<file path="src/rtl/input_cond_pkg.sv">
// Shared constants and helpers for the DE10-Lite button/switch input conditioner.
package input_cond_pkg;

  localparam int DEBOUNCE_CYCLES_DEFAULT = 500000;
  localparam int SYNC_STAGES_DEFAULT     = 2;
  localparam int PRESS_CNT_W             = 8;

  localparam logic BTN_IDLE = 1'b1;
  localparam logic SW_IDLE  = 1'b0;

  // Width of a counter that must be able to hold the value 'cycles'.
  function automatic int cnt_width(input int cycles);
    return $clog2(cycles + 1);
  endfunction

endpackage

</file>
<file path="src/rtl/input_conditioner_if.sv">
// Pin-side bundle of the input conditioner: raw pins in, debounced levels and press events out.
interface input_conditioner_if #(
  parameter int N_BTN = 2,
  parameter int N_SW  = 10
);

  logic [N_BTN-1:0]   btn_raw;
  logic [N_SW-1:0]    sw_raw;
  logic [N_BTN-1:0]   button_out;
  logic [N_SW-1:0]    switch_out;
  logic [N_BTN-1:0]   btn_press_pulse;
  logic [8*N_BTN-1:0] btn_press_cnt;

  modport master (
    output btn_raw,
    output sw_raw,
    input  button_out,
    input  switch_out,
    input  btn_press_pulse,
    input  btn_press_cnt
  );

  modport slave (
    input  btn_raw,
    input  sw_raw,
    output button_out,
    output switch_out,
    output btn_press_pulse,
    output btn_press_cnt
  );

endinterface

</file>
<file path="src/rtl/input_conditioner_debounce_bit.sv">
// One input bit: SYNC_STAGES-deep synchronizer, stability counter and debounced stable register.
// o_update flags the cycle whose rising edge commits a new stable value; it depends on flops only.
module debounce_bit
  import input_cond_pkg::*;
#(
  parameter int   SYNC_STAGES     = SYNC_STAGES_DEFAULT,
  parameter int   DEBOUNCE_CYCLES = DEBOUNCE_CYCLES_DEFAULT,
  parameter logic RESET_VALUE     = 1'b0
) (
  input  logic clk_clk,
  input  logic reset_reset,
  input  logic i_raw,
  output logic o_stable,
  output logic o_update
);

  localparam int            CW   = cnt_width(DEBOUNCE_CYCLES);
  localparam logic [CW-1:0] LAST = CW'(DEBOUNCE_CYCLES - 1);

  logic [SYNC_STAGES-1:0] r_sync;
  logic                   r_stable;
  logic [CW-1:0]          r_cnt;
  logic                   w_sync;
  logic                   w_differ;

  assign w_sync   = r_sync[SYNC_STAGES-1];
  assign w_differ = (w_sync != r_stable);
  assign o_update = w_differ && (r_cnt == LAST);
  assign o_stable = r_stable;

  // Any cycle where the synchronized level matches the stable one restarts the window.
  always_ff @(posedge clk_clk) begin
    if (reset_reset) begin
      r_sync   <= {SYNC_STAGES{RESET_VALUE}};
      r_stable <= RESET_VALUE;
      r_cnt    <= '0;
    end else begin
      r_sync <= {r_sync[SYNC_STAGES-2:0], i_raw};
      if (!w_differ) begin
        r_cnt <= '0;
      end else if (r_cnt == LAST) begin
        r_stable <= w_sync;
        r_cnt    <= '0;
      end else begin
        r_cnt <= r_cnt + 1'b1;
      end
    end
  end

endmodule

</file>
<file path="src/rtl/input_conditioner.sv">
// Debounces DE10-Lite buttons (active-low) and switches ahead of the CPU PIOs.
// Build macro INPUT_COND_PRESS_EVENT_EN adds per-button press pulses and wrapping 8-bit press counters.
module input_conditioner
  import input_cond_pkg::*;
#(
  parameter int N_BTN           = 2,
  parameter int N_SW            = 10,
  parameter int SYNC_STAGES     = SYNC_STAGES_DEFAULT,
  parameter int DEBOUNCE_CYCLES = DEBOUNCE_CYCLES_DEFAULT
) (
  input  logic                clk_clk,
  input  logic                reset_reset,
  input_conditioner_if.slave  pins
);

  logic [N_BTN-1:0] w_btn_stable;
  logic [N_BTN-1:0] w_btn_update;
  logic [N_SW-1:0]  w_sw_stable;
  logic [N_SW-1:0]  w_sw_update_unused;

  for (genvar gi = 0; gi < N_BTN; gi++) begin : g_btn
    debounce_bit #(
      .SYNC_STAGES     (SYNC_STAGES),
      .DEBOUNCE_CYCLES (DEBOUNCE_CYCLES),
      .RESET_VALUE     (BTN_IDLE)
    ) u_db (
      .clk_clk     (clk_clk),
      .reset_reset (reset_reset),
      .i_raw       (pins.btn_raw[gi]),
      .o_stable    (w_btn_stable[gi]),
      .o_update    (w_btn_update[gi])
    );
  end

  for (genvar gs = 0; gs < N_SW; gs++) begin : g_sw
    debounce_bit #(
      .SYNC_STAGES     (SYNC_STAGES),
      .DEBOUNCE_CYCLES (DEBOUNCE_CYCLES),
      .RESET_VALUE     (SW_IDLE)
    ) u_db (
      .clk_clk     (clk_clk),
      .reset_reset (reset_reset),
      .i_raw       (pins.sw_raw[gs]),
      .o_stable    (w_sw_stable[gs]),
      .o_update    (w_sw_update_unused[gs])
    );
  end

  assign pins.button_out = w_btn_stable;
  assign pins.switch_out = w_sw_stable;

`ifdef INPUT_COND_PRESS_EVENT_EN
  logic [N_BTN-1:0]             r_press_pulse;
  logic [PRESS_CNT_W*N_BTN-1:0] r_press_cnt;
  logic [N_BTN-1:0]             w_press;

  // A commit while the stable level is still high is exactly the 1->0 edge,
  // so the pulse lands on the same clock edge that button_out falls.
  assign w_press = w_btn_update & w_btn_stable;

  always_ff @(posedge clk_clk) begin
    if (reset_reset) begin
      r_press_pulse <= '0;
      r_press_cnt   <= '0;
    end else begin
      r_press_pulse <= w_press;
      for (int i = 0; i < N_BTN; i++) begin
        if (w_press[i]) begin
          r_press_cnt[PRESS_CNT_W*i +: PRESS_CNT_W] <=
            r_press_cnt[PRESS_CNT_W*i +: PRESS_CNT_W] + 1'b1;
        end
      end
    end
  end

  assign pins.btn_press_pulse = r_press_pulse;
  assign pins.btn_press_cnt   = r_press_cnt;
`else
  logic w_press_unused;

  assign w_press_unused       = ^w_btn_update;
  assign pins.btn_press_pulse = '0;
  assign pins.btn_press_cnt   = '0;
`endif

endmodule

</file>
<file path="src/flat_wrapper.sv">
// flat-port wrapper written by rule: the top's interface ports become plain ports
module input_conditioner_flat import input_cond_pkg::*;
#(
  parameter int N_BTN           = 2,
  parameter int N_SW            = 10,
  parameter int SYNC_STAGES     = SYNC_STAGES_DEFAULT,
  parameter int DEBOUNCE_CYCLES = DEBOUNCE_CYCLES_DEFAULT
)
  (clk_clk, reset_reset, pins_btn_raw, pins_sw_raw, pins_button_out, pins_switch_out, pins_btn_press_pulse, pins_btn_press_cnt);
  input_conditioner_if #(.N_BTN(N_BTN), .N_SW(N_SW)) pins_i ();
  input  logic clk_clk;
  input  logic reset_reset;
  input wire logic [$bits(pins_i.btn_raw)-1:0] pins_btn_raw;
  input wire logic [$bits(pins_i.sw_raw)-1:0] pins_sw_raw;
  output wire logic [$bits(pins_i.button_out)-1:0] pins_button_out;
  output wire logic [$bits(pins_i.switch_out)-1:0] pins_switch_out;
  output wire logic [$bits(pins_i.btn_press_pulse)-1:0] pins_btn_press_pulse;
  output wire logic [$bits(pins_i.btn_press_cnt)-1:0] pins_btn_press_cnt;
  assign pins_i.btn_raw = pins_btn_raw;
  assign pins_i.sw_raw = pins_sw_raw;
  assign pins_button_out = pins_i.button_out;
  assign pins_switch_out = pins_i.switch_out;
  assign pins_btn_press_pulse = pins_i.btn_press_pulse;
  assign pins_btn_press_cnt = pins_i.btn_press_cnt;
  input_conditioner #(.N_BTN(N_BTN), .N_SW(N_SW), .SYNC_STAGES(SYNC_STAGES), .DEBOUNCE_CYCLES(DEBOUNCE_CYCLES)) u_core (.clk_clk(clk_clk), .reset_reset(reset_reset), .pins(pins_i));
endmodule
</file>
<file path="config.mk">
export PLATFORM = sky130hd
export DESIGN_NAME = input_conditioner_flat
export DESIGN_NICKNAME = d
export VERILOG_FILES = /design/src/rtl/input_cond_pkg.sv /design/src/rtl/input_conditioner_if.sv /design/src/rtl/input_conditioner_debounce_bit.sv /design/src/rtl/input_conditioner.sv /design/src/flat_wrapper.sv
export SDC_FILE = /design/constraint.sdc
export NUM_CORES = 1
export LEC_CHECK = 0
export ABC_AREA = 1
export CAP_MARGIN = 20
export CORE_MARGIN = 4
export CORE_UTILIZATION = 55
export DETAILED_ROUTE_END_ITERATION = 8
export GPL_TIMING_DRIVEN = 0
export PLACE_DENSITY_LB_ADDON = 0.2
export SLEW_MARGIN = 20
export SYNTH_ARGS = -nofsm -noshare
export SYNTH_HDL_FRONTEND = slang
export SYNTH_SLANG_ARGS = --single-unit
</file>
<file path="constraint.sdc">
create_clock -name clk_clk -period 1.4 [get_ports clk_clk]
set_input_delay 0.21 -clock clk_clk [delete_from_list [all_inputs] [get_ports clk_clk]]
set_output_delay 0.21 -clock clk_clk [all_outputs]
set_load 0.01 [all_outputs]
</file>
# Word level (Yosys, flattened, before mapping)
# Cells that the tools add are included.
dict set report word_totals {
  reg_bits 264
  input_bits 14
  wordCells 108
}
dict set report op_classes {
  n_addsub 12
  eq_ne 24
  bitwise_logic 12
  reduce_logical 24
}
# cell n
set op_table {}
lappend op_table {{adder 19 x 1 -> 19 bit (second input constant)} 12}
lappend op_table {{equality test 19 bit (second input constant)} 12}
lappend op_table {{OR reduction 3 bit} 12}
lappend op_table {{AND reduction 2 bit} 12}
lappend op_table {{!= test 1 bit} 12}
lappend op_table {{inverter 1 bit} 12}

# Logic depth before layout (Yosys ltp)
dict set report depth {
  word_depth 3
  depth_mapped 9
  mapped_depth_nobuf 9
}

# By module
# Synthesis repeated with hierarchy kept, for this count alone.
dict set report hier_totals {
  hier_cells 2096
  hier_area_um2 13749.4
}
# module instances cells_each area_per_inst_um2 seq_area_each_um2
set modules_own_cells {}
lappend modules_own_cells {{debounce_bit at u_core.g_sw[0].u_db ...} 8 176 1136.1 440.4}
lappend modules_own_cells {{debounce_bit at u_core.g_btn[0].u_db ...} 2 167 1116.1 440.4}
lappend modules_own_cells {{debounce_bit at u_core.g_sw[5].u_db} 1 175 1191.1 440.4}
lappend modules_own_cells {{debounce_bit at u_core.g_sw[9].u_db} 1 160 1098.6 440.4}
lappend modules_own_cells {input_conditioner 1 19 138.9 0.0}

# Least setup slack after synthesis
# Ideal clock, no wire load.
dict set report synth_timing {
  path_type {reg2reg}
  startpoint {register u_core.g_sw[1].u_db.r_cnt[0]}
  endpoint {register u_core.g_sw[1].u_db.r_cnt[18]}
  setup_time_ns 0.112
  arrival_ns 1.310
  required_ns 1.288
  slack_ns -0.022
  path_stages_with_launch 9
  path_buffers 0
  period_less_slack_ns 1.422
  cell_sequence {dfxtp_1 > ha_1 > nand3_1 > nor2_1 > nand2_1 > nor2_1 > nand3_1 > nand2_1 > nor2_1}
}
dict set report synth_via {
  elab_chain_len 2
}
# element line_no
set synth_rtl {}
lappend synth_rtl {{start: declaration} input_conditioner_debounce_bit.sv:22} ;# logic [CW-1:0] r_cnt;
lappend synth_rtl {{start signal: assignment} input_conditioner_debounce_bit.sv:45} ;# r_cnt <= r_cnt + 1'b1;
lappend synth_rtl {{branches (longest 2 deep; another with adder 19 x 1 -> 19 bit)} n/a}
# Parallel ways; which one is timed is not known.
# A chain may end at the register's enable or synchronous reset.

# Worst setup path after layout
dict set report layout_timing {
  startpoint {register u_core.g_sw[5].u_db.r_cnt[0]}
  endpoint {register u_core.g_sw[5].u_db.r_cnt[4]}
}
dict set report layout_via {
  elab_chain_len 2
}
# element line_no
set layout_rtl {}
lappend layout_rtl {{start: declaration} input_conditioner_debounce_bit.sv:22}
lappend layout_rtl {{start signal: assignment} input_conditioner_debounce_bit.sv:45}
lappend layout_rtl {{branches (longest 2 deep; another with adder 19 x 1 -> 19 bit)} n/a}
# Parallel ways; which one is timed is not known.

==> impl_metrics.csv <==
group,metric,value,unit
synthesis,yosysSeqAreaShare,39.2,%
cells_and_area,area_delta_synth_final,23.0,%
synthesis,yosysTopAreaCellShare,39.2,%
critical_path,required,1.83,ns
clock_network,cts_tree,"yes",
sta,max_freq,720,MHz
grt,grt_overflow,0,
pwr,p_leak,5.61,nW
sta,setup_tns,0,ns
die,start_util,55.6,%
clock_network,path_clk_slew,0.06,ns
die,fp-row-count,57,
clock_network,clk_latency,0.54,ns
die,die_y,165,µm
sta,max_slew_margin,44.9,%
synthesis,synthFlopType,"dfxtp_1",
clock_network,cts.sinks,264,
synthesis,synth-warning-count,0,
place,gp_congestion,0.906,
sta,tightest_slew,0.826,ns
route,vias,12600,
synthesis,syn_avg_cell_area,6.59,µm²
route,wl_per_cell,11.9,µm
sta,fin_skew,0.00977,ns
critical_path,cp_max_fo,6,
critical_path,worstSetupStartpointType,"flip-flop",
synthesis,synthArstFlopShare,0,%
synthesis,netlist_area,13500,µm²
grt,grtUsageMet1,27.7,%
route,ant_nets,0,
critical_path,arrival,1.82,ns
sta,timing.final.ws_setup,0.0108,ns
sta,post-route-min-period,1.39,ns
die,die_x,165,µm
route,drt_pre_antenna_iters,6,
grt,busiest_layer,"met2",
run_status,outcome,"finished clean",
route,viasPerCell,5.00,
place,dp_hpwl,20300,µm
grt,grtUsageTotal,21.6,%
cells_and_area,drive_gt1_share,20.3,%
route,drt-initial-drc-count,911,
die,die_area,27100,µm²
sta,timing.final.crit_share,99.2,%
cells_and_area,final_cell_mix,"nand2_1 (514), nor2_1 (413), inv_1 (236)",
synthesis,synth_edf_count,0,
die,core,24200,µm²
clock_network,htreeDepth,1,
clock_network,clk_root_buffer_cell,"clkbuf_16",
sta,setup_violations,0,
synthesis,ys_ff_latch,264,
critical_path,end_kind,"flip-flop",
cells_and_area,n_antenna_cell,0,
route,drc_errors,0,
grt,grt_pass1_wl,50700,µm
synthesis,ys_top_cells_by_area,"dfxtp_1 (39%), nand2_1 (15%), nor2_1 (14%), inv_1 (6.6%), nand3_1 (4.5%)",
cells_and_area,final_common_cell,"nand2_1",
clock_network,ctsHoldBuffers,0,
synthesis,synth_largest_area_cell,"dfxtp_1",
critical_path,critPathKind,"flip-flop to flip-flop",
grt,use_met3,2.65,%
pwr,ir_drop,0.879,mV
sta,rsz0062_at_grt,"yes",
run,cap_violations,0,
worst_hold_path,hold_class,"primary input to flip-flop",
place,dp_slack,-0.292,ns
sta,finalMaxSlewViolations,0,
synthesis,synthDistinctLibCells,29,
clock_network,cts_buffer_depth,3,
pwr,powerDensity,939,nW/µm²
cells_and_area,n_fill_cell,2062,
route,postRouteWirelength,30200,µm
clock_network,numCtsBuffers,30,
die,pin_count,44,
cells_and_area,fin_nets,2209,
grt,antenna_found_initial,0,
place,portBuffers,24,
synthesis,netlist_instances,2048,
sta,final_hold_viol_count,0,
grt,grt_pass1_vias,11800,
grt,met2_usage,38.4,%
grt,grt_max_degree,15,
synthesized netlist by cell type (19+ instances only):
library cell and n:
nor2_1 489, nand4_1 44, dfxtp_1 264, xnor2_1 37, xor2_1 55, o21ai_0 35, inv_1 238, nor3_1 19
buf_4 32, nand2_1 532, nand3_1 121, a21oi_1 78
registers in the layout, indices dropped and copies added, names as in the netlist:
register                    flops
u_core.g_btn.u_db.r_cnt        38
u_core.g_sw.u_db.o_stable      10
u_core.g_btn.u_db.r_sync        4
u_core.g_sw.u_db.r_cnt        190
u_core.g_btn.u_db.o_stable      2
u_core.g_sw.u_db.r_sync        20
routing by layer:
layer / share of wire (%) / vias up
li1: - / 6577
met1: 45 / 5766
met2: 49 / 244
met3: 4.1 / 54
met4: 1.9 / 0
met5: 0 / -
cells by family (layout without fill, tap and decap cells):
kind of cell / count (synthesis) / count (layout) / synth area share, %
AND/OR/NAND/NOR: 1269 / 1269 / 38.9
buffers and inverters: 288 / 428 / 9.59
flip-flops: 264 / 264 / 39.2
AO/OA/AOI/OAI: 122 / 122 / 5.19
XOR/XNOR: 92 / 92 / 5.97
adder cells (fa/ha/maj): 12 / 12 / 1.11
other: 1 / 18 / 0.0278
final timing paths:
path / start / end / slack, ns / cells past startpoint
hold reg to reg: u_core.g_sw[4].u_db.r_sync[0] / u_core.g_sw[4].u_db.r_sync[1] / 0.40 / 2
setup reg to reg: u_core.g_sw[5].u_db.r_cnt[0] / u_core.g_sw[5].u_db.r_cnt[4] / 0.01 / 7
hold / removal: reset_reset / u_core.g_sw[2].u_db.o_stable / 0.13 / 4
setup / recovery: u_core.g_sw[5].u_db.r_cnt[0] / u_core.g_sw[5].u_db.r_cnt[4] / 0.01 / 7
cell type report:
class | count | area (µm²) | share of cell area [%]
Timing Repair Buffer | 86 | 738 | 4.45
Clock inverter | 7 | 60.1 | 0.362
Tap cell | 324 | 405 | 2.44
Sequential cell | 264 | 5420 | 32.6
Buffer | 48 | 407 | 2.45
Multi-Input combinational cell | 1513 | 7750 | 46.7
Inverter | 240 | 906 | 5.46
Clock buffer | 47 | 916 | 5.52
critical path, stage by stage (launching register included):
cell and delay (ns):
dfxtp_4 0.37, ha_4 0.15, nand3_4 0.11, nor2_4 0.16, nand2_2 0.08, o21bai_4 0.20
buf_6 0.17, a21oi_1 0.05
metrics by stage:
| step | cell area, µm² | std cells | hold WS, ns | util (%) | power [W] |
|---|---|---|---|---|---|
| after floorplan | 13600 | 2065 | 0.314 | - | 0.00795 |
| after global placement | 14200 | 2413 | 0.390 | 58.7 | 0.00804 |
| after detailed placement | 14200 | 2413 | 0.394 | 58.7 | 0.00804 |
| after CTS | 15900 | 2515 | 0.118 | 65.6 | 0.0158 |
| after global routing | 16600 | 2529 | 0.143 | 68.5 | 0.0161 |
| final | 16600 | 2529 | 0.134 | 68.5 | 0.0156 |
where the power goes:
| part | switching (W) | leakage, nW | internal (W) |
|---|---|---|---|
| Sequential | 0.0000294 | 2.17 | 0.00753 |
| Clock | 0.00303 | 0.487 | 0.00463 |
| Combinational | 0.000193 | 2.95 | 0.000180 |
timing repair:
item,CTS,global route
cloned,4,2
gates resized for setup,160,206
setup buffers,44,12
hold endpoints to repair,0,0
setup endpoints to repair,231,223
pin swaps,25,33
Power figures use the tool's default switching activity.
